--- src/rtl/entrada_teclado_if.sv ---
// Keypad front-end bus: raw button/switch inputs toward the conditioner and
// the clean digit-strobe outputs toward the lock stage.
interface entrada_teclado_if;
  logic       botao;
  logic [4:1] chaves;
  logic       limpa;
  logic       insere;
  logic [4:1] numero;
  logic [2:0] contagem;
  logic       ocupado;
  logic       erro;

  modport master (
    output botao, chaves, limpa,
    input  insere, numero, contagem, ocupado, erro
  );

  modport slave (
    input  botao, chaves, limpa,
    output insere, numero, contagem, ocupado, erro
  );
endinterface

--- src/rtl/entrada_teclado.sv ---
// Synchronizes, debounces and edge-detects the keypad button, latching the digit
// switches on each confirmed press. Optional BCD rejection: ENTRADA_VALIDA_BCD_EN.
module entrada_teclado #(
  parameter int unsigned DEBOUNCE_CYCLES = 16,
  parameter int unsigned CNT_W           = 5
) (
  input  logic               clk,
  input  logic               reset,
  entrada_teclado_if.slave   bus
);

  localparam logic [CNT_W-1:0] CNT_LAST = CNT_W'(DEBOUNCE_CYCLES - 1);

  typedef enum logic [1:0] {
    IDLE,
    CONF_PRESS,
    HELD,
    CONF_RELEASE
  } state_t;

  state_t           state;
  logic [CNT_W-1:0] cnt;

  logic       botao_m, botao_s;
  logic [4:1] chaves_m, chaves_s;

  logic       insere_q;
  logic [4:1] numero_q;
  logic [2:0] contagem_q;
  logic       ocupado_q;
  logic       erro_q;
  logic       digito_ok;

`ifdef ENTRADA_VALIDA_BCD_EN
  assign digito_ok = (chaves_s <= 4'd9);
`else
  assign digito_ok = 1'b1;
`endif

  // Two-stage synchronizers on the asynchronous button and switches
  always_ff @(posedge clk) begin
    if (!reset) begin
      botao_m  <= 1'b0;
      botao_s  <= 1'b0;
      chaves_m <= 4'b0000;
      chaves_s <= 4'b0000;
    end else begin
      botao_m  <= bus.botao;
      botao_s  <= botao_m;
      chaves_m <= bus.chaves;
      chaves_s <= chaves_m;
    end
  end

  // Debounce FSM; insere/erro default low so they only last one cycle
  always_ff @(posedge clk) begin
    if (!reset) begin
      state      <= IDLE;
      cnt        <= '0;
      insere_q   <= 1'b0;
      numero_q   <= 4'b0000;
      contagem_q <= 3'd0;
      ocupado_q  <= 1'b0;
      erro_q     <= 1'b0;
    end else begin
      insere_q <= 1'b0;
      erro_q   <= 1'b0;

      case (state)
        IDLE: begin
          if (botao_s) begin
            state     <= CONF_PRESS;
            cnt       <= '0;
            ocupado_q <= 1'b1;
          end
        end

        CONF_PRESS: begin
          if (!botao_s) begin
            state     <= IDLE;
            cnt       <= '0;
            ocupado_q <= 1'b0;
          end else if (cnt == CNT_LAST) begin
            state <= HELD;
            cnt   <= '0;
            if (digito_ok) begin
              insere_q <= 1'b1;
              numero_q <= chaves_s;
              if (contagem_q != 3'd7) contagem_q <= contagem_q + 3'd1;
            end else begin
              erro_q <= 1'b1;
            end
          end else begin
            cnt <= cnt + CNT_W'(1);
          end
        end

        HELD: begin
          if (!botao_s) begin
            state <= CONF_RELEASE;
            cnt   <= '0;
          end
        end

        CONF_RELEASE: begin
          if (botao_s) begin
            state <= HELD;
            cnt   <= '0;
          end else if (cnt == CNT_LAST) begin
            state     <= IDLE;
            cnt       <= '0;
            ocupado_q <= 1'b0;
          end else begin
            cnt <= cnt + CNT_W'(1);
          end
        end

        default: begin
          state     <= IDLE;
          cnt       <= '0;
          ocupado_q <= 1'b0;
        end
      endcase

      // Clear has priority over a coincident accept
      if (bus.limpa) contagem_q <= 3'd0;
    end
  end

  assign bus.insere   = insere_q;
  assign bus.numero   = numero_q;
  assign bus.contagem = contagem_q;
  assign bus.ocupado  = ocupado_q;
  assign bus.erro     = erro_q;

endmodule

--- src/flat_wrapper.sv ---
// flat-port wrapper written by rule: the top's interface ports become plain ports
module entrada_teclado_flat 
#(
  parameter int unsigned DEBOUNCE_CYCLES = 16,
  parameter int unsigned CNT_W           = 5
)
  (clk, reset, bus_botao, bus_chaves, bus_limpa, bus_insere, bus_numero, bus_contagem, bus_ocupado, bus_erro);
  entrada_teclado_if bus_i ();
  input  logic clk;
  input  logic reset;
  input wire logic [$bits(bus_i.botao)-1:0] bus_botao;
  input wire logic [$bits(bus_i.chaves)-1:0] bus_chaves;
  input wire logic [$bits(bus_i.limpa)-1:0] bus_limpa;
  output wire logic [$bits(bus_i.insere)-1:0] bus_insere;
  output wire logic [$bits(bus_i.numero)-1:0] bus_numero;
  output wire logic [$bits(bus_i.contagem)-1:0] bus_contagem;
  output wire logic [$bits(bus_i.ocupado)-1:0] bus_ocupado;
  output wire logic [$bits(bus_i.erro)-1:0] bus_erro;
  assign bus_i.botao = bus_botao;
  assign bus_i.chaves = bus_chaves;
  assign bus_i.limpa = bus_limpa;
  assign bus_insere = bus_i.insere;
  assign bus_numero = bus_i.numero;
  assign bus_contagem = bus_i.contagem;
  assign bus_ocupado = bus_i.ocupado;
  assign bus_erro = bus_i.erro;
  entrada_teclado #(.DEBOUNCE_CYCLES(DEBOUNCE_CYCLES), .CNT_W(CNT_W)) u_core (.clk(clk), .reset(reset), .bus(bus_i));
endmodule
--- config.mk ---
export PLATFORM = sky130hd
export DESIGN_NAME = entrada_teclado_flat
export DESIGN_NICKNAME = d
export VERILOG_FILES = /design/src/rtl/entrada_teclado_if.sv /design/src/rtl/entrada_teclado.sv /design/src/flat_wrapper.sv
export SDC_FILE = /design/constraint.sdc
export NUM_CORES = 1
export LEC_CHECK = 0
export BUFFER_PORTS_ARGS = -buffer_cell sky130_fd_sc_hd__buf_2
export CORE_MARGIN = 5
export CORE_UTILIZATION = 45
export CTS_CLUSTER_DIAMETER = 150
export DETAILED_ROUTE_END_ITERATION = 16
export GPL_ROUTABILITY_DRIVEN = 0
export PLACE_DENSITY = 0.68
export RECOVER_POWER = 25
export SLEW_MARGIN = 30
export SYNTH_ARGS = -nofsm -noshare
export SYNTH_HDL_FRONTEND = slang
export SYNTH_SLANG_ARGS = --single-unit
--- constraint.sdc ---
create_clock -name clk -period 2.33 [get_ports clk]
set_input_delay 0.466 -clock clk [delete_from_list [all_inputs] [get_ports clk]]
set_output_delay 0.466 -clock clk [all_outputs]
set_load 0.02 [all_outputs]
==> impl_results.md, run 1 <==
- Status: completed
- Remaining antenna violation count: 0
- Area of the multi-input gates: about 470 µm²
- Via count: between 700 and 800
- Port bufs: 16
- CTS Buffer Depth: 2
- Pre-antenna DRT Iters: 4
- Post-CTS sizing: 0
- Worst endpoint data arrival time: 1.92 ns
- FF-to-FF Start: u_core.cnt[0]
- Peak VDD IR: approximately 0.41 mV
- Post-synthesis sequential area ratio: 50.2%
- Simple-gate area share of the yosys netlist: ~23%
- Final wirelength: 1.82 mm
- Die width: between 50 and 60 µm
- Total of max-cap violations: 0
- Startpoint Class: flip-flop
- Mux cell area share after synthesis: 0%
- GRT Overall Usage: 12.1%
- Worst-skew pair later-pin latency: 0.33 ns
- Layout fillers: approximately 210
- Register area: 520 µm²
- Post-detail-place hpwl: 1.24 mm
- Worst slack, placed: 0.729 ns
- Post-synthesis xor/xnor area fraction: 2.54%
- H-tree depth: 1
- DRC violations left: 0
- Synth top area cells: dfxtp_1, and2_1, a21oi_1
- Fin crit share: ~71%
- Gr ovfl total: 0
- # rows: 17
- Yosys reg bits: 26
- Post-Synth Adder-Cell Area: 3.62%
- Hold Crit Depth: 2
- Area Overhead vs Synth: 13.6%
- Vias in the first global route: 764
- Initial Utilization: a little under half
- FF-to-FF setup slack: approximately 0.7 ns
- # Post-CTS Setup Buffers: 0
- Syn Nets: ~120
- Power Density: 677 nW/µm²
- Crit Reg-Reg Endpoint: u_core.bus.contagem[0]
- Die area: 3360 µm²
- Worst hold path startpoint: bus_chaves[1]
- Die height: between 50 and 60 µm
- Worst Slack Setup Final: roughly 0.7 ns
- Post-synth top area share: 50.2%
- Fraction of final layout cells with drive strength greater than 1: 18.0%
- WL/cell: approximately 12 µm
- Ant. Diodes: 0
- Placeable Area: roughly 2200 µm²
- First-pass GRT wire length: between 3 and 4 mm
- Worst Setup End Kind: flip-flop
- Nets: 134
- RSZ-0062 raised after global routing: no
- Core Util, Final: 53.2%
- Avg Inst Size Synth: between 9 and 10 µm²
- Compound-gate portion of the synthesized area: 16.2%
- WS Path Type: reg -> reg
- Worst hold path class: in -> reg
- FF-to-FF path depth: 4
- Initial DRC Count: 25
- Min cycle time layout: 1.65 ns
- Post-cts hold buffer count: 0
- Setup TNS: 0 ns
- Critical Path RT: 2.60 ns
- Slew Limit Fails: 0
- Pin count of the biggest net entering global routing: 17
- Final hold violation count: 0
- CTS tree: yes
- Worst slew pin tran: 0.725 ns
- Largest family of logic cells by synthesized area: simple AND/OR/NAND/NOR gates
- Inserted Clock Buffers: 3
- Worst hold margin: between 0.3 and 0.4 ns
- Netlist Area Pre-Place: 1040 µm²
- Worst slew margin: 51.5%
- Max Freq: 0.608 GHz
- Worst-case hold path end point: u_core.chaves_m[2]
- Worst clock skew: between 0.003 and 0.004 ns
- Mean number of vias per cell: 5.29
- Cell count after synthesis: ~110
- Critical Path Fanout Max: 13
- Initial antenna violation count: 0
- Warnings from Yosys: 0
- Clock root buffer: clkbuf_4
- I/O pin cnt: 18
- Clock sink count: 26
- Lkg Pwr: 0.477 nW
- Final Setup Violations: 0
- Distinct cells, synth: 31
- Clock-pin slew on the worst setup and hold paths: 0.14 ns
- Yosys top cell by area: dfxtp_1
sequential cells by signal, indices dropped and copies added (netlist names), named ones only:
signal / flops
u_core.bus.numero: 4
u_core.state: 1
u_core.chaves_m: 4
u_core.bus.ocupado: 1
u_core.bus.contagem: 3
u_core.chaves_s: 4
u_core.botao_s: 1
u_core.botao_m: 1
u_core.bus.insere: 1
u_core.cnt: 5
cell families (layout without fill, tap and decap cells):
logic type      Yosys count  after routing
simple gates             38             38
xor+xnor                  3              3
fa+ha+maj                 3              3
flops                    26             26
compound gates           27             27
buf+inv                  10             24
other cells               1              1
layout make-up:
cell class,count,share of cell area [%]
clock buffers,3,1.91
clock inverters,1,2.55
inverters,3,0.956
multi-input cells,72,40.1
flip-flops and latches,26,44.2
well taps,28,2.98
repair buffers,17,7.33
power breakdown:
group	total [mW]	switching, mW	internal (mW)	leakage (nW)
Combinational	0.0277	0.0157	0.0119	0.238
Sequential	0.459	0.00473	0.454	0.212
Clock	0.311	0.137	0.174	0.0279
placed cells by master, fill, tap and decap left out, types with 2 or more instances in the layout:
| cell | count |
|---|---|
| o31ai_1 | 3 |
| a21boi_1 | 3 |
| clkbuf_4 | 3 |
| xor2_1 | 3 |
| dfxtp_1 | 26 |
| o21ai_0 | 6 |
| o2111ai_1 | 2 |
| nor2_1 | 3 |
| buf_2 | 15 |
| ha_1 | 3 |
| a21oi_1 | 10 |
| nand3b_1 | 2 |
| nand4_1 | 2 |
| and2_1 | 10 |
| or3b_1 | 3 |
| inv_1 | 2 |
| nand2_1 | 2 |
| nand3_1 | 9 |
worst max-delay path by stage:
stage	start	to	slack (ns)	cells past startpoint
CTS	u_core.cnt[0]	u_core.bus.contagem[0]	0.71	4
global route	u_core.cnt[0]	u_core.bus.contagem[0]	0.53	4
finish	u_core.cnt[0]	u_core.bus.contagem[0]	0.68	4
detailed placement	u_core.cnt[0]	u_core.bus.contagem[0]	0.73	4
global placement	u_core.cnt[0]	u_core.bus.contagem[0]	0.80	4
floorplan	u_core.bus.contagem[0]	u_core.bus.contagem[0]	0.83	4
stage by stage:
step	area [µm²]	cells	power, mW
3_5_place_dp	1130	146	0.496
3_3_place_gp	1130	146	0.496
4_1_cts	1180	150	0.803
2_1_floorplan	1040	108	0.487
6_report	1180	150	0.798
5_1_grt	1180	150	0.827
per-layer routing:
metal  GRT usage [%]  wire, µm  part of all wire (%)
met1            15.7       869                    48
met4            5.63        20                   1.1
met2            18.4       788                    43
met3            3.56       145                   8.0
met5               0         0                     0
cells in the mapped netlist (all sizes together):
cell type and count:
buf 3, or4 1, and3 1, or3b 3, dfxtp 26, nand4bb 1
nand2 2, a21oi 10, and2b 1, nand4 2, xor2 3, nand3b 2
nor2 3, and4bb 1, o22ai 1, o21ai 6, conb 1, a311oi 1
nand3 9, o31ai 3, and2 10, ha 3, a21bo 1, o2111ai 2
inv 3, clkbuf 4, a21boi 3, nor3 1, or2 1
worst max-delay path, stage by stage (launching register included):
cell,delay [ns]
dfxtp_1,0.40
ha_1,0.21
nand3_1,0.33
or4_1,0.51
a21boi_1,0.14
Note: power is estimated with default switching activity, not from simulation.
==> inputs of run 2 (changes only) <==
==> constraint.sdc (replaced) <==
create_clock -name clk -period 1.6 [get_ports clk]
set_input_delay 0.32 -clock clk [delete_from_list [all_inputs] [get_ports clk]]
set_output_delay 0.32 -clock clk [all_outputs]
set_load 0.02 [all_outputs]
==> run 2 against run 1 <==
Net effect:
- via count increased by 1.5%
- combinational power increased by 61%
- sequential cell count unchanged
- sequential power increased by 45%
- global-route usage increased by 0.17 points
- register-to-register slack got worse by 0.60 ns
- critical path depth unchanged
- clock-buffer cell count unchanged
- clock skew about the same
- final cell count increased by 2.0%
- critical endpoint unchanged
==> impl_results.md, run 2 (same netlist as run 1, synthesis figures left out) <==
- CP Buf/Inv Count: 0 (unchanged)
- Area Overhead vs Synth: 15.8%
- Fin crit share: 94.5% (+24 points)
- FF-to-FF path depth: 4 (unchanged)
- Biggest register: u_core.cnt
- # Post-CTS Setup Buffers: 0 (unchanged)
- Clock-pin slew on the worst setup and hold paths: 0.13 ns (about the same)
- RSZ-0062 raised after global routing: no
- Sw Share: 18.9% (-0.89 points)
- H-tree depth: 1 (unchanged)
- Ant. Diodes: 0 (unchanged)
- Initial Utilization: 46.8% (unchanged)
- Internal: 0.934 mW (+46%)
- FF-to-FF Start: u_core.bus.contagem[0]
- Crit Reg-Reg Endpoint: u_core.bus.contagem[0]
- Die height: 58.0 µm (unchanged)
- Final non-filler cell area: 1200 µm² (+1.9%)
- Worst hold path startpoint: bus_chaves[3]
- Final Setup Violations: 0 (unchanged)
- Via count: 806 (+1.5%)
- Pin count of the biggest net entering global routing: 17 (unchanged)
- Gr ovfl total: 0 (unchanged)
- WS Path Type: reg -> reg
- Worst clock skew: 0.00286 ns (-0.000195 ns)
- Flop pwr share: 57.9% (+0.4 points)
- FF-to-FF setup slack: 0.09 ns (-0.60 ns)
- Die area: 3360 µm² (unchanged)
- Pre-antenna DRT Iters: 4 (unchanged)
- Post-CTS sizing: 0 (unchanged)
- Worst Setup End Kind: flip-flop
- Most frequent cells in the layout: dfxtp_1, buf_2, a21oi_1
- Total of max-cap violations: 0 (unchanged)
- Post-detail-place hpwl: 1.29 mm (+3.8%)
- Min cycle time layout: 1.51 ns (-0.134 ns)
- Worst hold path class: in -> reg
- DRC violations left: 0 (unchanged)
- Core Util, Final: 54.2% (+1.0 points)
- Lkg Pwr: 0.491 nW (+2.8%)
- # rows: 17 (unchanged)
- Critical Path RT: 1.86 ns (-0.74 ns)
- Critical Path Fanout Max: 5 (-8)
- Nets: 137 (+2.2%)
- CP peak stage delay: 0.51 ns (about the same)
- Clock sink count: 26 (unchanged)
- Critical path's slowest cell: or4_1
- CTS Buffer Depth: 2 (unchanged)
- Power Density: 959 nW/µm² (+42%)
- Mean number of vias per cell: 5.27 (-0.48%)
- Vias in the first global route: 765 (+0.13%)
- Clock root buffer: clkbuf_4
- Hold Crit Depth: 2 (unchanged)
- Combinational share of power: 3.9% (+0.4 points)
- Worst-skew pair later-pin latency: 0.32 ns (about the same)
- Worst-case hold path end point: u_core.chaves_m[4]
- I/O pin cnt: 18 (unchanged)
- Max reg flops: 5 (unchanged)
- Port bufs: 16 (unchanged)
- Die width: 58.0 µm (unchanged)
- Status: completed
- Initial DRC Count: 25 (unchanged)
- Placeable Area: 2210 µm² (unchanged)
- Startpoint Class: flip-flop
- First-pass GRT wire length: 3.25 mm (+0.19%)
- Most Frequent Cell on Critical Path: ha_1
- Cell chain of the critical path: ha_1, ha_1, or4_1, a21boi_1
- GRT Overall Usage: 12.3% (+0.17 points)
- Commonest non-fill, non-tap cell in the layout: dfxtp_1
- Delay-heaviest family, CP: simple AND/OR/NAND/NOR gates
- NetSw: 0.217 mW (+38%)
- Fraction of final layout cells with drive strength greater than 1: 20.0% (+2.0 points)
- WL/cell: 11.9 µm (-1.7%)
- Setup TNS: 0 ns (unchanged)
- Remaining antenna violation count: 0 (unchanged)
- Dpl cell area: 1150 µm² (+2.0%)
- Max Freq: 0.662 GHz (+8.9%)
- Worst endpoint data arrival time: 1.77 ns (-0.15 ns)
- Worst slew margin: 64.5% (+13 points)
- Clock power frac: 38.2% (-0.8 points)
- Final wirelength: 1.83 mm (+0.22%)
- Worst slew pin tran: 0.532 ns (-0.193 ns)
- Worst slack, placed: 0.113 ns (-0.615 ns)
- Post-cts hold buffer count: 0 (unchanged)
- Slew Limit Fails: 0 (unchanged)
- CTS tree: yes
- Tot Pwr: 1.15 mW (+44%)
- Inserted Clock Buffers: 3 (unchanged)
- Peak VDD IR: 0.468 mV (+13%)
- Layout fillers: 214 (+3.4%)
- Worst Slack Setup Final: 0.0887 ns (-0.596 ns)
- Final hold violation count: 0 (unchanged)
- Initial antenna violation count: 0 (unchanged)
==> run 2: layout make-up <==
class | count | area (µm²) | share of cell area, %
Timing Repair Buffer | 20 | 109 | 9.07
Clock inverter | 1 | 30.0 | 2.50
Inverter | 3 | 11.3 | 0.938
Multi-Input combinational cell | 72 | 472 | 39.3
Clock buffer | 3 | 22.5 | 1.88
Sequential cell | 26 | 520 | 43.4
Tap cell | 28 | 35.0 | 2.92
==> run 2: worst register-to-register path: cells and delay by family (launching register included) <==
kind                       cells  cell delay [ns]
and+or+nand+nor                1             0.51
AOI/OAI and AO/OA              1             0.15
adders and majority gates      2             0.44
DFF                            1             0.35
==> run 2: worst max-delay path by stage <==
stage,from,end,slack [ns],cells past startpoint
floorplan,u_core.bus.contagem[0],u_core.bus.contagem[0],0.10,4
global placement,u_core.bus.contagem[0],u_core.bus.contagem[0],0.18,4
detailed placement,u_core.bus.contagem[0],u_core.bus.contagem[0],0.11,4
CTS,u_core.bus.contagem[0],u_core.bus.contagem[0],0.08,4
global route,u_core.bus.contagem[0],u_core.bus.contagem[0],0.02,4
finish,u_core.bus.contagem[0],u_core.bus.contagem[0],0.09,4
==> run 2: power by group through the flow <==
| stage | Clock, mW | Combinational, mW | Sequential [mW] |
|---|---|---|---|
| 5_1_grt | 0.475 | 0.0510 | 0.669 |
| 2_1_floorplan | 0 | 0.0280 | 0.681 |
| 3_3_place_gp | 0 | 0.0441 | 0.680 |
| 6_report | 0.440 | 0.0447 | 0.666 |
| 3_5_place_dp | 0 | 0.0455 | 0.681 |
| 4_1_cts | 0.451 | 0.0458 | 0.666 |
==> run 2: per-stage QoR <==
| stage | hold slack, ns | cells |
|---|---|---|
| 6_report | 0.198 | 153 |
| 5_1_grt | 0.187 | 153 |
| 4_1_cts | 0.190 | 153 |
| 3_5_place_dp | 0.419 | 149 |
| 3_3_place_gp | 0.416 | 149 |
| 2_1_floorplan | 0.412 | 108 |
==> run 2: metal layers <==
metal,wire (µm),GRT usage (%)
met1,883,15.8
met2,807,18.9
met3,116,2.67
met4,20,6.95
met5,0,0
